### src/rtl/pmod_dac_pkg.sv
// Shared types and helpers for the multi-channel PMOD DAC driver.
package pmod_dac_pkg;

  typedef enum logic [2:0] {
    StIdle,
    StSetup,
    StShift,
    StHold,
    StGap,
    StLdac
  } dac_state_e;

  localparam logic LDAC_PULSED = 1'b0;
  localparam logic LDAC_HOLD   = 1'b1;

  // Channel-select width; a single channel still gets a 1-bit select.
  function automatic int unsigned ch_w(input int unsigned n);
    return (n <= 1) ? 1 : $clog2(n);
  endfunction

endpackage

### src/rtl/pmod_dac_sclk_gen.sv
// SCLK generator: half-period counter and registered sclk, with edge strobes
// that mark the clock edge on which sclk is about to rise or fall.
module pmod_dac_sclk_gen #(
  parameter int unsigned CLK_DIV = 2
) (
  input  logic S_AXI_ACLK,
  input  logic rst,
  input  logic i_en,
  input  logic i_clr,
  output logic o_sclk,
  output logic o_rise_tick,
  output logic o_fall_tick
);

  localparam int unsigned CW = $clog2(CLK_DIV) + 1;

  logic [CW-1:0] r_cnt;
  logic          r_sclk;
  logic          w_half_end;

  assign w_half_end  = i_en && (r_cnt == CW'(CLK_DIV - 1));
  assign o_rise_tick = w_half_end && !r_sclk;
  assign o_fall_tick = w_half_end && r_sclk;
  assign o_sclk      = r_sclk;

  // Clear wins over enable so the FSM can suppress the rise after the last bit.
  always_ff @(posedge S_AXI_ACLK or posedge rst) begin
    if (rst) begin
      r_cnt  <= '0;
      r_sclk <= 1'b0;
    end else if (i_clr) begin
      r_cnt  <= '0;
      r_sclk <= 1'b0;
    end else if (w_half_end) begin
      r_cnt  <= '0;
      r_sclk <= ~r_sclk;
    end else if (i_en) begin
      r_cnt <= r_cnt + 1'b1;
    end
  end

endmodule

### src/rtl/pmod_dac_multi_spi.sv
// Multi-channel PMOD DAC driver: per-channel shadow registers, one shared
// SCLK/CS_N/LDAC_N and a DIN lane per channel, all shifted in parallel.
module pmod_dac_multi_spi import pmod_dac_pkg::*; #(
  parameter int unsigned RESOLUTION = 16,
  parameter int unsigned NUM_CH     = 4,
  parameter int unsigned CLK_DIV    = 2,
  parameter int unsigned LDAC_W     = 2
) (
  input  logic                        S_AXI_ACLK,
  input  logic                        rst,
  input  logic [RESOLUTION-1:0]       din,
  input  logic [ch_w(NUM_CH)-1:0]     din_ch,
  input  logic                        load_din,
  input  logic                        start,
  input  logic                        ldac_mode,
  output logic                        busy,
  output logic                        done,
  output logic                        dac_cs_n,
  output logic                        dac_ldac_n,
  output logic                        dac_sclk,
  output logic [NUM_CH-1:0]           dac_din
);

  localparam int unsigned CH_W   = ch_w(NUM_CH);
  localparam int unsigned PH_MAX = (CLK_DIV > LDAC_W) ? CLK_DIV : LDAC_W;
  localparam int unsigned PH_W   = $clog2(PH_MAX) + 1;
  localparam int unsigned BC_W   = $clog2(RESOLUTION) + 1;

  dac_state_e      r_state;
  logic [PH_W-1:0] r_phase;
  logic [BC_W-1:0] r_bit_cnt;
  logic            r_mode;
  logic            r_cs_n;
  logic            r_ldac_n;
  logic            r_busy;
  logic            r_done;

  logic w_accept;
  logic w_advance;
  logic w_bits_done;
  logic w_sclk_en;
  logic w_sclk_clr;
  logic w_rise_tick;
  logic w_fall_tick;

  assign w_accept    = (r_state == StIdle) && start;
  assign w_advance   = (r_state == StShift) && w_fall_tick;
  assign w_bits_done = (r_bit_cnt == BC_W'(RESOLUTION));
  // SETUP doubles as the first low half-period of SCLK.
  assign w_sclk_en   = (r_state == StSetup) || (r_state == StShift);
  assign w_sclk_clr  = !w_sclk_en || ((r_state == StShift) && w_bits_done && w_rise_tick);

  pmod_dac_sclk_gen #(
    .CLK_DIV(CLK_DIV)
  ) u_sclk_gen (
    .S_AXI_ACLK (S_AXI_ACLK),
    .rst        (rst),
    .i_en       (w_sclk_en),
    .i_clr      (w_sclk_clr),
    .o_sclk     (dac_sclk),
    .o_rise_tick(w_rise_tick),
    .o_fall_tick(w_fall_tick)
  );

  for (genvar i = 0; i < NUM_CH; i++) begin : g_ch
    logic [RESOLUTION-1:0] r_shadow;
    logic [RESOLUTION-1:0] r_shift;
    logic [RESOLUTION-1:0] w_snap;
    logic                  w_wr;

    // Out-of-range channel selects match no lane and are dropped.
    assign w_wr   = load_din && (din_ch == CH_W'(i));
    assign w_snap = w_wr ? din : r_shadow;

    always_ff @(posedge S_AXI_ACLK or posedge rst) begin
      if (rst) begin
        r_shadow <= '0;
      end else if (w_wr) begin
        r_shadow <= din;
      end
    end

    always_ff @(posedge S_AXI_ACLK or posedge rst) begin
      if (rst) begin
        r_shift <= '0;
      end else if (w_accept) begin
        r_shift <= w_snap;
      end else if (w_advance) begin
        r_shift <= r_shift << 1;
      end
    end

    assign dac_din[i] = r_shift[RESOLUTION-1];
  end

  always_ff @(posedge S_AXI_ACLK or posedge rst) begin
    if (rst) begin
      r_state   <= StIdle;
      r_phase   <= '0;
      r_bit_cnt <= '0;
      r_mode    <= LDAC_PULSED;
      r_cs_n    <= 1'b1;
      r_ldac_n  <= 1'b1;
      r_busy    <= 1'b0;
      r_done    <= 1'b0;
    end else begin
      r_done <= 1'b0;
      unique case (r_state)
        StIdle: begin
          if (start) begin
            r_state   <= StSetup;
            r_mode    <= ldac_mode;
            r_cs_n    <= 1'b0;
            r_busy    <= 1'b1;
            r_bit_cnt <= '0;
            r_phase   <= '0;
          end
        end
        StSetup: begin
          if (w_rise_tick) begin
            r_state <= StShift;
          end
        end
        StShift: begin
          if (w_fall_tick) begin
            r_bit_cnt <= r_bit_cnt + 1'b1;
          end
          if (w_rise_tick && w_bits_done) begin
            r_state <= StHold;
            r_phase <= '0;
            if (r_mode == LDAC_HOLD) begin
              r_ldac_n <= 1'b0;
            end
          end
        end
        StHold: begin
          if (r_phase == PH_W'(CLK_DIV - 1)) begin
            r_phase <= '0;
            r_cs_n  <= 1'b1;
            r_state <= (r_mode == LDAC_HOLD) ? StLdac : StGap;
          end else begin
            r_phase <= r_phase + 1'b1;
          end
        end
        StGap: begin
          if (r_phase == PH_W'(CLK_DIV - 1)) begin
            r_phase  <= '0;
            r_ldac_n <= 1'b0;
            r_state  <= StLdac;
          end else begin
            r_phase <= r_phase + 1'b1;
          end
        end
        StLdac: begin
          if (r_phase == PH_W'(LDAC_W - 1)) begin
            r_phase  <= '0;
            r_ldac_n <= 1'b1;
            r_busy   <= 1'b0;
            r_done   <= 1'b1;
            r_state  <= StIdle;
          end else begin
            r_phase <= r_phase + 1'b1;
          end
        end
        default: r_state <= StIdle;
      endcase
    end
  end

  assign busy       = r_busy;
  assign done       = r_done;
  assign dac_cs_n   = r_cs_n;
  assign dac_ldac_n = r_ldac_n;

endmodule
### config.mk
export PLATFORM = sky130hd
export DESIGN_NAME = pmod_dac_multi_spi
export DESIGN_NICKNAME = d
export VERILOG_FILES = /design/src/rtl/pmod_dac_pkg.sv /design/src/rtl/pmod_dac_sclk_gen.sv /design/src/rtl/pmod_dac_multi_spi.sv
export SDC_FILE = /design/constraint.sdc
export NUM_CORES = 1
export LEC_CHECK = 0
export CORE_ASPECT_RATIO = 1.2
export CORE_MARGIN = 10
export CORE_UTILIZATION = 39
export CTS_CLUSTER_SIZE = 8
export DETAILED_ROUTE_END_ITERATION = 10
export GPL_TIMING_DRIVEN = 0
export SLEW_MARGIN = 20
export SYNTH_ARGS = -nofsm -noshare
export SYNTH_HDL_FRONTEND = slang
export SYNTH_HIERARCHICAL = 1
export SYNTH_SLANG_ARGS = --single-unit
### constraint.sdc
create_clock -name S_AXI_ACLK -period 5.5 [get_ports S_AXI_ACLK]
set_clock_uncertainty 0.15 [all_clocks]
set_input_delay 1.65 -clock S_AXI_ACLK [delete_from_list [all_inputs] [get_ports S_AXI_ACLK]]
set_output_delay 1.65 -clock S_AXI_ACLK [all_outputs]
set_load 0.01 [all_outputs]
==> results of run 1 <==
==> layer usage <==
layer,global-route usage,vias to the layer above
met5,0,-
met2,0.256,100
met1,0.200,2430
met3,0.0367,25
li1,-,2099
met4,0.0714,0
==> stage by stage <==
| step | hold slack, ps | utilization |
|---|---|---|
| finish | 332 | 0.475 |
| global route | 357 | 0.475 |
| CTS | 338 | 0.475 |
| detailed placement | 325 | 0.438 |
| global placement | 320 | 0.432 |
| floorplan | 308 | - |
==> power breakdown <==
part	leakage [nW]	total (mW)	switching [mW]	internal [mW]
Clock	0.300	1.21	0.442	0.768
Sequential	1.78	1.60	0.174	1.43
Combinational	1.54	1.42	0.761	0.660
Total	3.62	4.23	1.38	2.86
==> flip-flops by register name (all words and copies together) (netlist names) <==
| signal | cells |
|---|---|
| dac_cs_n | 1 |
| u_sclk_gen/o_sclk | 1 |
| r_bit_cnt | 5 |
| r_state | 3 |
| g_ch.r_shadow | 64 |
| dac_ldac_n | 1 |
| done | 1 |
| busy | 1 |
| r_phase | 2 |
| g_ch.r_shift | 64 |
| r_mode | 1 |
| u_sclk_gen/r_cnt | 2 |
==> worst max-delay path: cells and delay by family, from the launching register on <==
kind | cells | cell delay (ps)
AND/OR/NAND/NOR | 4 | 870
AO/OA/AOI/OAI | 2 | 410
flip-flops | 1 | 320
multiplexers | 1 | 850
buffers and inverters | 4 | 1750
==> cells by family after synthesis <==
group                    synth area share
AO/OA/AOI/OAI                       0.150
buffers and inverters              0.0367
AND/OR/NAND/NOR                     0.113
multiplexers                        0.151
XOR/XNOR                          0.00130
adder cells (fa/ha/maj)           0.00373
flip-flops                          0.544
==> cell type report <==
class                   count  share of cell area
well taps                 216              0.0337
multi-input cells         323               0.350
plain buffers              50              0.0270
clock buffers              22              0.0616
repair buffers             36              0.0520
inverters                   8             0.00421
flip-flops and latches    146               0.455
clock inverters             9              0.0159
==> synth_stat cells, types with 6 or more instances <==
master    instances
inv_1             8
o21a_1           48
dfrtp_1         144
nor2_1            6
nand2_1          13
a21oi_1           7
a211o_1          48
and4_1           48
o21ai_0           8
clkbuf_1         37
mux2_2           79
mux2_4            7
==> final timing paths <==
kind,from,endpoint,slack (ps),depth (start not counted)
min reg2reg,g_ch[0].r_shadow[6]$_DFF_PP0_,g_ch[0].r_shadow[6]$_DFF_PP0_,330,1
min in group asynchronous,rst,u_sclk_gen/o_sclk$_DFFE_PP0P_,1330,2
max,r_state[1]$_DFFE_PP0P_,g_ch[3].r_shift[2]$_DFFE_PP0P_,1020,11
max in group asynchronous,rst,g_ch[2].r_shadow[14]$_DFF_PP0_,3070,4
min,g_ch[0].r_shadow[6]$_DFF_PP0_,g_ch[0].r_shadow[6]$_DFF_PP0_,330,1
max reg2reg,r_state[1]$_DFFE_PP0P_,g_ch[3].r_shift[2]$_DFFE_PP0P_,1020,11
==> metrics.md, run 1 <==
| Metric | Value |
|---|---|
| Synth Register Bits | 146 |
| Post-CTS setup buffer count | 0 |
| Synth Area per Inst | 12.7 um^2 |
| Final Max Slew Viols | 0 |
| Crit Path Max Fanout | 10 |
| Worst Slack Setup Final | between 1000 and 1500 ps |
| Clock tree root buffer cell | clkbuf_16 |
| Clock Pin Slew Worst Setup and Hold Paths | about 60 ps |
| Max Clk Rate | 223 MHz |
| Cell area after synthesis | 0.00672 mm^2 |
| Core footprint | 0.0169 mm^2 |
| Slowest stage delay, CP | roughly 850 ps |
| Post-DRT Antenna Nets | 0 |
| WL per Instance | 22.1 um |
| Wirelength, routed | roughly 18 mm |
| GR Overflow Total | 0 |
| Ys async rst share | 1.00 |
| DRC Markers | 0 |
| Initial core utilization | 0.397 |
| Post-Place Cells | 779 |
| Gate Count Post-Synth | 527 |
| CP startpoint kind | register |
| Die Y | 164 um |
| Post-route cell area | 0.00803 mm^2 |
| First-pass GRT wire length | 28.4 mm |
| Gpl congestion | between 0.8 and 0.9 |
| Crit Path Class | register to register |
| Leading cell types in the layout, fill and taps excluded | dfrtp_1 (144), mux2_2 (79), and4_1 (48), o21a_1 (48), a211o_1 (48) |
| Min Tclk post-route | 4480 ps |
| Crit-path cells | clkbuf_1 > clkbuf_1 > clkbuf_1 > nand2b_1 > a21oi_1 > and3b_1 > and2_2 > mux2i_1 > clkbuf_1 > nor2_1 > o221a_2 |
| Top sig layer | met4 |
| WL met3 | ~660 um |
| WL met1 | between 8 and 9 mm |
| Met2 WL | 8.62 mm |
| Cell Count, Final, Fillers Out | 810 |
| Power Total | around 4.2 mW |
| CTS tree | yes |
| Fillers | 1529 |
| Unrepaired setup endpoints after global routing | no |
| DPL Wire Length | 12.3 mm |
| Vias per cell | 5.75 |
| Static Leak | 3.62 nW |
| Synth warnings | 6 |
| Top_reg_cell synth | dfrtp_1 |
| Hold Fails Final Rpt | 0 |
| Synth area leader | dfrtp_1 |
| Synthesis-to-layout area growth | 19.6% |
| Seq. cell area | roughly 0.0037 mm^2 |
| # resized after CTS | 0 |
| Tcrit/Tclk final | 0.814 |
| Die X | 140 um |
| Drt pass-1 iters | 4 |
| Gr usage total | 0.159 |
| Setup TNS | 0 ps |
| Vias | 4654 |
| Clock buffer depth | 2 |
| CTS H-tree depth | 4 |
| 1st-iter DRT viols | 345 |
| Ports | 32 |
| Crit-path most repeated cell | clkbuf_1 |
| Data required time at the worst endpoint | about 5700 ps |
| Multi-input logic area | about 0.0028 mm^2 |
| CTS buffer count | 17 |
| Worst Hold Class | register to register |
| Layout net count | just over 600 |
| Post-CTS Hold Fix Bufs | 0 |
| Worst VDD drop | 216 uV |
| Most common cell after layout, fill and taps aside | dfrtp_1 |
| Port buffer count | 31 |
| PD cells | 527 mW/mm^2 |
| Top post-synthesis cells by area | dfrtp_1 (54%), mux2_2 (13%), a211o_1 (6.3%) |
| Yosys cell types | 50 |
| Area after DPL | 0.00741 mm^2 |
| Slew headroom | 0.269 |
| Post-synthesis sequential area ratio | 0.544 |
| Share of cells above drive strength 1 | 0.236 |
| Syn_nets | 552 |
| Number of diodes | 0 |
| CP Data Arrival Time | 4640 ps |
| Dpl ws | roughly 1100 ps |
| Worst-Skew Late Latency | 420 ps |
| Number of cell rows | 52 |
| EDFF count, synth | 0 |
| Critical Path Slowest Stage Cell | mux2i_1 |
| Die ar. | approximately 0.023 mm^2 |
| Largest net degree at the start of global routing | 33 |
| Worst slew pin tran | 1070 ps |
| Max cap viols | 0 |
| Initial antenna violation count | 0 |
| Final setup violation count | 0 |
| Vias in the first global route | 4952 |
| Synth top area share | 0.537 |
| Status | completed |
| CTS sink cnt | about 150 |
| Crit. End Element | register |
(Power assumes the default switching activity.)
==> run 2: changes to the inputs <==
==> constraint.sdc (replaced) <==
create_clock -name S_AXI_ACLK -period 4.1 [get_ports S_AXI_ACLK]
set_clock_uncertainty 0.15 [all_clocks]
set_input_delay 1.23 -clock S_AXI_ACLK [delete_from_list [all_inputs] [get_ports S_AXI_ACLK]]
set_output_delay 1.23 -clock S_AXI_ACLK [all_outputs]
set_load 0.01 [all_outputs]
==> run 2 against run 1 <==
Non-clock buffer count unchanged. Critical path depth is the same. Fmax rose by 16%. Sequential share of layout area shrank 0.085 points. Highest routed layer unchanged. Flip-flop and latch count did not move. Total power grew 34%.
==> metrics.md, run 2 (synthesis gave the netlist of run 1 again) <==
| Metric | Value |
|---|---|
| Status | completed |
| 1st-iter DRT viols | 323 |
| Worst-Skew Late Latency | approximately 420 ps |
| Worst VDD drop | around 290 uV |
| Slew headroom | 0.299 |
| Clock power frac | 0.286 |
| DPL Wire Length | 12.3 mm |
| CTS H-tree depth | 4 |
| R2R Setup Slk | 230 ps |
| Biggest regs | g_ch.r_shadow: 64 flops, g_ch.r_shift: 64 flops, r_bit_cnt: 5 flops |
| Data required time at the worst endpoint | between 4000 and 5000 ps |
| Wirelength, routed | 17.9 mm |
| Area after DPL | 0.00741 mm^2 |
| Clock tree root buffer cell | clkbuf_16 |
| PD cells | 707 mW/mm^2 |
| Post-DRT Antenna Nets | 0 |
| Max Clk Rate | 258 MHz |
| Crit-path cells | clkbuf_1 > clkbuf_2 > clkbuf_1 > nand2b_1 > a21oi_1 > and3b_1 > and2_2 > nand4bb_1 > clkbuf_1 > mux2_2 > mux2_2 |
| Switching Share | 0.325 |
| Vias in the first global route | 4952 |
| Vias | approximately 4.7k |
| Static Leak | 3.63 nW |
| Seq pwr share | 0.378 |
| Port buffer count | 31 |
| Worst Slack Setup Final | 227 ps |
| Layout net count | 607 |
| Synthesis-to-layout area growth | 19.8% |
| Ports | 32 |
| Final Max Slew Viols | 0 |
| Core footprint | 0.0169 mm^2 |
| Switch Pwr | ~1.8 mW |
| Die X | about 140 um |
| Worst Hold Class | register to register |
| Most common cell after layout, fill and taps aside | dfrtp_1 |
| CTS tree | yes |
| Vias per cell | 5.74 |
| Initial antenna violation count | 0 |
| Clock buffer depth | 2 |
| Max cap viols | 0 |
| Multi-input logic area | 0.00283 mm^2 |
| Worst slew pin tran | 1040 ps |
| Hold Fails Final Rpt | 0 |
| Combinational share of power | 0.336 |
| Critical Path Slowest Stage Cell | clkbuf_1 |
| CTS sink cnt | 146 |
| Final setup violation count | 0 |
| WHS | 335 ps |
| Gpl congestion | 0.830 |
| Leading cell types in the layout, fill and taps excluded | dfrtp_1 (144), mux2_2 (79), and4_1 (48), o21a_1 (48), a211o_1 (48) |
| Internal Power | 3.84 mW |
| Clock Pin Slew Worst Setup and Hold Paths | 60 ps |
| Fillers | 1528 |
| CTS buffer count | 17 |
| Crit Path Class | register to register |
| Largest net degree at the start of global routing | 33 |
| Unrepaired setup endpoints after global routing | no |
| First-pass GRT wire length | 28.4 mm |
| Die Y | 164 um |
| Crit Path Max Fanout | 10 |
| CP startpoint kind | register |
| Seq. cell area | 0.00366 mm^2 |
| Drt pass-1 iters | 4 |
| Post-CTS setup buffer count | 0 |
| Gr usage total | 0.159 |
| Share of cells above drive strength 1 | 0.241 |
| Crit-path most repeated cell | clkbuf_1 |
| Dpl ws | -311 ps |
| Min Tclk post-route | 3870 ps |
| Number of cell rows | 52 |
| DRC Markers | 0 |
| Slowest stage delay, CP | 540 ps |
| Die ar. | 0.0229 mm^2 |
| Tcrit/Tclk final | 0.945 |
| CP Data Arrival Time | 4030 ps |
| GR Overflow Total | 0 |
| Number of diodes | 0 |
| WL per Instance | 22.0 um |
| Initial core utilization | 0.397 |
| Post-route cell area | 0.00804 mm^2 |
| Crit. End Element | register |
-- run 2: worst max-delay path: cells and delay by family, from the launching register on --
family	cells	cell delay, ps
buffers and inverters	4	1660
AND/OR/NAND/NOR	4	840
AO/OA/AOI/OAI	1	120
flip-flops	1	320
multiplexers	2	670
-- run 2: final timing paths --
kind,depth (start not counted),to,from
max,11,g_ch[3].r_shift[3]$_DFFE_PP0P_,r_state[1]$_DFFE_PP0P_
min,1,g_ch[0].r_shadow[6]$_DFF_PP0_,g_ch[0].r_shadow[6]$_DFF_PP0_
max reg2reg,11,g_ch[3].r_shift[3]$_DFFE_PP0P_,r_state[1]$_DFFE_PP0P_
min reg2reg,1,g_ch[0].r_shadow[6]$_DFF_PP0_,g_ch[0].r_shadow[6]$_DFF_PP0_
max in group asynchronous,4,g_ch[2].r_shadow[14]$_DFF_PP0_,rst
min in group asynchronous,2,u_sclk_gen/o_sclk$_DFFE_PP0P_,rst
-- run 2: through the flow --
stage | TNS, ps | instances | total power [mW] | util
floorplan | 0 | 527 | 3.45 | -
global placement | -53140 | 774 | 4.00 | 0.432
detailed placement | -1970 | 779 | 4.08 | 0.438
CTS | 0 | 810 | 5.72 | 0.475
global route | 0 | 810 | 6.00 | 0.476
finish | 0 | 810 | 5.69 | 0.476
-- run 2: timing repair --
item / in CTS / in global routing
endpoints found under the setup margin: 47 / 9
gates resized for setup: 3 / 2
endpoints found under the hold margin: 0 / 0
hold buffers: 0 / 0
gates cloned: 0 / 0
-- run 2: area by class of cell --
cell class              instances  share of cell area
clock buffers                  22              0.0614
inverters                       8             0.00420
well taps                     216              0.0336
multi-input cells             323               0.351
plain buffers                  50              0.0272
flip-flops and latches        146               0.455
repair buffers                 36              0.0520
clock inverters                 9              0.0159
-- run 2: power by group through the flow --
stage          clock network (mW)  logic [mW]  registers (mW)
3_5_place_dp                    0        1.91            2.17
4_1_cts                      1.65        1.92            2.15
2_1_floorplan                   0        1.36            2.09
5_1_grt                      1.70        2.10            2.20
3_3_place_gp                    0        1.85            2.15
6_report                     1.62        1.91            2.15
-- run 2: metal layers --
| metal | wire length (um) | part of all wire | GRT usage | vias to the layer above |
|---|---|---|---|---|
| met1 | 8000 | 0.45 | 0.200 | 2420 |
| met5 | 0 | 0 | 0 | - |
| li1 | - | - | - | 2097 |
| met3 | 724 | 0.041 | 0.0367 | 27 |
| met4 | 530 | 0.030 | 0.0714 | 0 |
| met2 | 8600 | 0.48 | 0.256 | 108 |
